<file path="src/rtl/rc5_req_scheduler.sv">
// Shares one rc5_core between two requesters: round-robin grant, key-cache
// reuse, block issue, result return and a watchdog that aborts a stalled core.
module rc5_req_scheduler #(
  parameter int TIMEOUT = 1024,
  parameter int TW      = 11
) (
  input  logic         clk,
  input  logic         rst,
  input  logic         req0_valid,
  output logic         req0_ready,
  input  logic [127:0] req0_key,
  input  logic         req0_flag,
  input  logic [63:0]  req0_din,
  input  logic         req1_valid,
  output logic         req1_ready,
  input  logic [127:0] req1_key,
  input  logic         req1_flag,
  input  logic [63:0]  req1_din,
  output logic         rsp0_valid,
  output logic [63:0]  rsp0_dout,
  output logic         rsp0_err,
  output logic         rsp1_valid,
  output logic [63:0]  rsp1_dout,
  output logic         rsp1_err,
  output logic [127:0] core_key,
  output logic         core_key_en,
  input  logic         core_key_ok,
  output logic         core_flag,
  output logic [63:0]  core_din,
  output logic         core_din_en,
  input  logic [63:0]  core_dout,
  input  logic         core_dout_en,
  output logic         busy
);

  typedef enum logic [2:0] {
    S_IDLE,
    S_KEY_LOAD,
    S_KEY_WAIT,
    S_ISSUE,
    S_DATA_WAIT,
    S_RESPOND
  } state_t;

  localparam logic [TW-1:0] WD_LAST = TW'(TIMEOUT - 1);

  state_t             state_q, state_d;
  logic               last_grant_q, last_grant_d;
  logic               gnt_q, gnt_d;
  logic [127:0]       key_q, key_d;
  logic               flag_q, flag_d;
  logic [63:0]        din_q, din_d;
  logic [127:0]       cached_key_q, cached_key_d;
  logic               key_cached_q, key_cached_d;
  logic [TW-1:0]      wd_q, wd_d;
  logic [63:0]        res_q, res_d;
  logic               err_q, err_d;
  logic [1:0]         ready_q, ready_d;
  logic [1:0]         rsp_valid_q, rsp_valid_d;
  logic [1:0]         rsp_err_q, rsp_err_d;
  logic [1:0][63:0]   rsp_dout_q, rsp_dout_d;
  logic [127:0]       core_key_q, core_key_d;
  logic               core_key_en_q, core_key_en_d;
  logic               core_flag_q, core_flag_d;
  logic [63:0]        core_din_q, core_din_d;
  logic               core_din_en_q, core_din_en_d;

  logic               any_req;
  logic               sel_port;
  logic [127:0]       sel_key;
  logic               sel_flag;
  logic [63:0]        sel_din;
  logic               cache_hit;
  logic               wd_expired;

  // On a tie the port that was not served last wins.
  assign any_req   = req0_valid | req1_valid;
  assign sel_port  = (req0_valid & req1_valid) ? ~last_grant_q : req1_valid;
  assign sel_key   = sel_port ? req1_key  : req0_key;
  assign sel_flag  = sel_port ? req1_flag : req0_flag;
  assign sel_din   = sel_port ? req1_din  : req0_din;
  assign cache_hit = key_cached_q && (cached_key_q == sel_key);
  assign wd_expired = (wd_q == WD_LAST);

  always_comb begin
    state_d       = state_q;
    last_grant_d  = last_grant_q;
    gnt_d         = gnt_q;
    key_d         = key_q;
    flag_d        = flag_q;
    din_d         = din_q;
    cached_key_d  = cached_key_q;
    key_cached_d  = key_cached_q;
    wd_d          = wd_q;
    res_d         = res_q;
    err_d         = err_q;
    ready_d       = 2'b00;
    rsp_valid_d   = 2'b00;
    rsp_err_d     = rsp_err_q;
    rsp_dout_d    = rsp_dout_q;
    core_key_d    = core_key_q;
    core_key_en_d = 1'b0;
    core_flag_d   = core_flag_q;
    core_din_d    = core_din_q;
    core_din_en_d = 1'b0;

    case (state_q)
      S_IDLE: begin
        if (any_req) begin
          gnt_d             = sel_port;
          last_grant_d      = sel_port;
          ready_d[sel_port] = 1'b1;
          key_d             = sel_key;
          flag_d            = sel_flag;
          din_d             = sel_din;
          err_d             = 1'b0;
          state_d           = cache_hit ? S_ISSUE : S_KEY_LOAD;
        end
      end
      S_KEY_LOAD: begin
        core_key_d    = key_q;
        core_key_en_d = 1'b1;
        key_cached_d  = 1'b0;
        wd_d          = '0;
        state_d       = S_KEY_WAIT;
      end
      S_KEY_WAIT: begin
        // key_ok seen alongside our own load strobe belongs to the previous key.
        if (core_key_ok && !core_key_en_q) begin
          cached_key_d = key_q;
          key_cached_d = 1'b1;
          state_d      = S_ISSUE;
        end else if (wd_expired) begin
          err_d        = 1'b1;
          res_d        = '0;
          key_cached_d = 1'b0;
          state_d      = S_RESPOND;
        end else begin
          wd_d = wd_q + TW'(1);
        end
      end
      S_ISSUE: begin
        core_din_d    = din_q;
        core_flag_d   = flag_q;
        core_din_en_d = 1'b1;
        wd_d          = '0;
        state_d       = S_DATA_WAIT;
      end
      S_DATA_WAIT: begin
        // Result arriving on the expiry cycle still counts as a good result.
        if (core_dout_en) begin
          res_d   = core_dout;
          state_d = S_RESPOND;
        end else if (wd_expired) begin
          err_d        = 1'b1;
          res_d        = '0;
          key_cached_d = 1'b0;
          state_d      = S_RESPOND;
        end else begin
          wd_d = wd_q + TW'(1);
        end
      end
      S_RESPOND: begin
        rsp_valid_d[gnt_q] = 1'b1;
        rsp_dout_d[gnt_q]  = res_q;
        rsp_err_d[gnt_q]   = err_q;
        state_d            = S_IDLE;
      end
      default: state_d = S_IDLE;
    endcase
  end

  always_ff @(posedge clk or negedge rst) begin
    if (!rst) begin
      state_q       <= S_IDLE;
      last_grant_q  <= 1'b1;
      gnt_q         <= 1'b0;
      key_q         <= '0;
      flag_q        <= 1'b0;
      din_q         <= '0;
      cached_key_q  <= '0;
      key_cached_q  <= 1'b0;
      wd_q          <= '0;
      res_q         <= '0;
      err_q         <= 1'b0;
      ready_q       <= 2'b00;
      rsp_valid_q   <= 2'b00;
      rsp_err_q     <= 2'b00;
      rsp_dout_q    <= '0;
      core_key_q    <= '0;
      core_key_en_q <= 1'b0;
      core_flag_q   <= 1'b0;
      core_din_q    <= '0;
      core_din_en_q <= 1'b0;
    end else begin
      state_q       <= state_d;
      last_grant_q  <= last_grant_d;
      gnt_q         <= gnt_d;
      key_q         <= key_d;
      flag_q        <= flag_d;
      din_q         <= din_d;
      cached_key_q  <= cached_key_d;
      key_cached_q  <= key_cached_d;
      wd_q          <= wd_d;
      res_q         <= res_d;
      err_q         <= err_d;
      ready_q       <= ready_d;
      rsp_valid_q   <= rsp_valid_d;
      rsp_err_q     <= rsp_err_d;
      rsp_dout_q    <= rsp_dout_d;
      core_key_q    <= core_key_d;
      core_key_en_q <= core_key_en_d;
      core_flag_q   <= core_flag_d;
      core_din_q    <= core_din_d;
      core_din_en_q <= core_din_en_d;
    end
  end

  assign req0_ready  = ready_q[0];
  assign req1_ready  = ready_q[1];
  assign rsp0_valid  = rsp_valid_q[0];
  assign rsp1_valid  = rsp_valid_q[1];
  assign rsp0_dout   = rsp_dout_q[0];
  assign rsp1_dout   = rsp_dout_q[1];
  assign rsp0_err    = rsp_err_q[0];
  assign rsp1_err    = rsp_err_q[1];
  assign core_key    = core_key_q;
  assign core_key_en = core_key_en_q;
  assign core_flag   = core_flag_q;
  assign core_din    = core_din_q;
  assign core_din_en = core_din_en_q;
  assign busy        = (state_q != S_IDLE);

endmodule

</file>
<file path="config.mk">
export PLATFORM = sky130hd
export DESIGN_NAME = rc5_req_scheduler
export DESIGN_NICKNAME = d
export VERILOG_FILES = /design/src/rtl/rc5_req_scheduler.sv
export SDC_FILE = /design/constraint.sdc
export NUM_CORES = 1
export LEC_CHECK = 0
export ABC_AREA = 1
export CORE_AREA = 3 3 301 303
export CTS_CLUSTER_SIZE = 16
export DETAILED_ROUTE_END_ITERATION = 10
export DIE_AREA = 0 0 304 306
export PLACE_DENSITY_LB_ADDON = 0.05
export SLEW_MARGIN = 20
export SYNTH_ARGS = -nofsm -noshare
export SYNTH_HDL_FRONTEND = slang
export SYNTH_SLANG_ARGS = --single-unit
</file>
<file path="constraint.sdc">
create_clock -name clk -period 3.94 [get_ports clk]
set_input_delay 0.788 -clock clk [delete_from_list [all_inputs] [get_ports clk]]
set_output_delay 0.788 -clock clk [all_outputs]
set_load 0.05 [all_outputs]
</file>
==> flow_summary.yaml <==
timing:
  fmaxAchievable_ghz: 0.285
  skew_ns: 0.0118
  fin_crit_sh: 0.892
  slew_headroom: 0.208
  slew_violations: 0
  rsz0062_at_grt: "false"
  whs_ns: 0.119
  fin_setup_tns_ns: 0
  setup_violations: 0
  fin_ws_ns: 0.427
  worst_pin_slew_ns: 1.19
  final.min_clock_period_ns: 3.51
  hold_violations: 0
status:
  run_status: "complete, no violations"
die:
  fp.dieH_microns: 306
  die-area_sq_um: 93000
  die_w_microns: 304
  rows: 109
  ioPinCount: 786
  core-area_sq_um: 88200
  initial_core_util: 0.359
finish:
  area_growth_pct: 38.1
  finalNetCount: 5026
  multi_input_area_sq_um: 10800
  drive_gt1_frac: 0.0434
  fillers: 8458
  ff_latch_area_sq_um: 18300
  final_core_util: 0.496
placement:
  dp_hpwl_mm: 83.9
  place_ws_ns: 0.188
  port_buffers: 785
  globalplace.congestion: 0.837
route:
  vias: 27700
  wl_per_cell_microns: 20.2
  wl_mm: 117
  drc: 0
  drt_iter0_markers: 1914
  ant_nets: 0
  dr.pass1.iters: 5
  vias_per_cell: 4.76
grt:
  grt_pass1_wl_mm: 176
  antenna_found_initial: 33
  grt_pass1_vias: 27400
  grt_max_degree: 245
  grt_overflow: 0
  track_usage: 0.248
synth:
  synth_edf_count: 0
  synthCells: 3848
  ys_top_cells_by_area: "dfrtp_1 (58%), nand2_1 (16%), o21ai_0 (9.9%), inv_1 (5.5%), nand3_1 (2.9%)"
  syn_nets: 4305
  synth-seq-area-share: 0.578
  yosys.cell_count.top_type: "nand2_1"
  synth_area_sq_um: 31700
  synth_ff_type: "dfrtp_1"
  synth_top_area_frac: 0.577
  synth_common_cells: "nand2_1 (1390), dfrtp_1 (731), o21ai_0 (628), inv_1 (464), nand3_1 (185)"
  synth_cell_type_count: 33
  synth_top_cell_by_area: "dfrtp_1"
  syn_avg_cell_area_sq_um: 8.24
  ys_warn_count: 0
  synth_async_sr_flop_share: 1.00
  synth-seq-cells: 732
critical_path:
  cpMaxStageDelayCell: "clkdlybuf4s50_1"
  r2r_end: "state_q[1]"
  end_kind: "output port"
  ff2ff_path_depth: 16
  rrSetupSlack_ns: 1.11
  r2r-start: "last_grant_q"
  required_ns: 3.15
  start_kind: "flop"
  crit_fanout: 5
  criticalPathCategory: "flop to output port"
  cpPeakStageDelay_ns: 0.81
  cp.arrival_ns: 2.72
  worstPathCellList: "nor2_1 > inv_1 > nor2_1 > inv_1 > clkdlybuf4s50_1"
cts:
  cts_sinks: 732
  clk_pin_slew_ns: 0.06
  insertion_delay_ns: 0.64
  htreeDepth: 3
  postCtsSetupRepairBufs: 0
  root_buffer: "clkbuf_16"
  cts_buffers: 85
  cts_resized: 0
  hold_buffers: 0
  cts_tree: "built"
  cts.path.max_buffers: 3
pwr:
  p_leak_nw: 20.6
  peakVddDrop_uv: 601
  power_w: 0.0384
  powerDensity_nw_per_um2: 877
flow_run:
  cap_violations: 0
hold_path:
  hp-class: "primary input to async pin"
==> how the worst max path moves through the flow <==
| stage | slack [ns] | startpoint | to |
|---|---|---|---|
| finish | 0.43 | state_q[1] | busy |
| global route | 0.27 | state_q[1] | busy |
| CTS | 0.38 | state_q[1] | busy |
| detailed placement | 0.19 | req0_valid | state_q[1] |
| global placement | 0.34 | req0_valid | state_q[1] |
| floorplan | 1.80 | req1_valid | state_q[1] |
==> sequential cells by signal, summed over array words and instances (netlist names), 3 cells and up <==
name	cells
cached_key_q	128
core_din	64
core_key	128
din_q	64
key_q	128
res_q	64
rsp0_dout	64
rsp1_dout	64
state_q	3
wd_q	11
==> kinds of logic after synthesis <==
family	synth area share
XOR/XNOR	0.00276
flip-flops	0.578
buffers and inverters	0.0828
adder cells (fa/ha/maj)	0.000395
AO/OA/AOI/OAI	0.122
AND/OR/NAND/NOR	0.214
==> layer usage <==
layer | wire [microns] | track usage
met5 | 189 | 0
met3 | 8200 | 0.0641
met4 | 2920 | 0.0683
met2 | 56300 | 0.411
met1 | 49700 | 0.322
==> stage by stage <==
step           cell area [sq um]  instances
5_1_grt                    43800       5807
3_3_place_gp               40900       5647
4_1_cts                    43700       5800
2_1_floorplan              31700       3848
3_5_place_dp               40900       5647
6_report                   43800       5815
==> cell usage in the layout, fill, tap and decap left out, types with 12 or more instances in the layout <==
| master | count |
|---|---|
| clkbuf_16 | 86 |
| nand2_1 | 1388 |
| inv_1 | 459 |
| nor2_1 | 78 |
| o21ai_1 | 12 |
| clkdlybuf4s50_1 | 783 |
| nand3_1 | 185 |
| clkbuf_1 | 23 |
| buf_4 | 28 |
| o21ai_0 | 627 |
| nand3b_1 | 29 |
| clkbuf_8 | 24 |
| a21oi_1 | 12 |
| buf_12 | 21 |
| o211ai_1 | 73 |
| diode_2 | 15 |
| dfrtp_1 | 731 |
==> worst max-delay path: cells and delay by family (launching register included) <==
kind                   cells  cell delay, ns
buffers and inverters      3            1.16
DFF                        1            0.48
and+or+nand+nor            2            0.43
==> report_power, final <==
group	leakage [nW]	total (W)	switching (W)	internal [W]
registers	9.13	0.0128	0.00179	0.0110
logic	10.1	0.0174	0.0120	0.00544
clock network	1.42	0.00816	0.00327	0.00488
==> cell type report <==
class	instances	share of cell area
clock inverters	20	0.00732
flip-flops and latches	732	0.418
well taps	1165	0.0333
inverters	469	0.0405
repair buffers	833	0.194
multi-input cells	2448	0.247
clock buffers	133	0.0587
diodes	15	0.000857
Note: power is estimated with default switching activity, not from simulation.
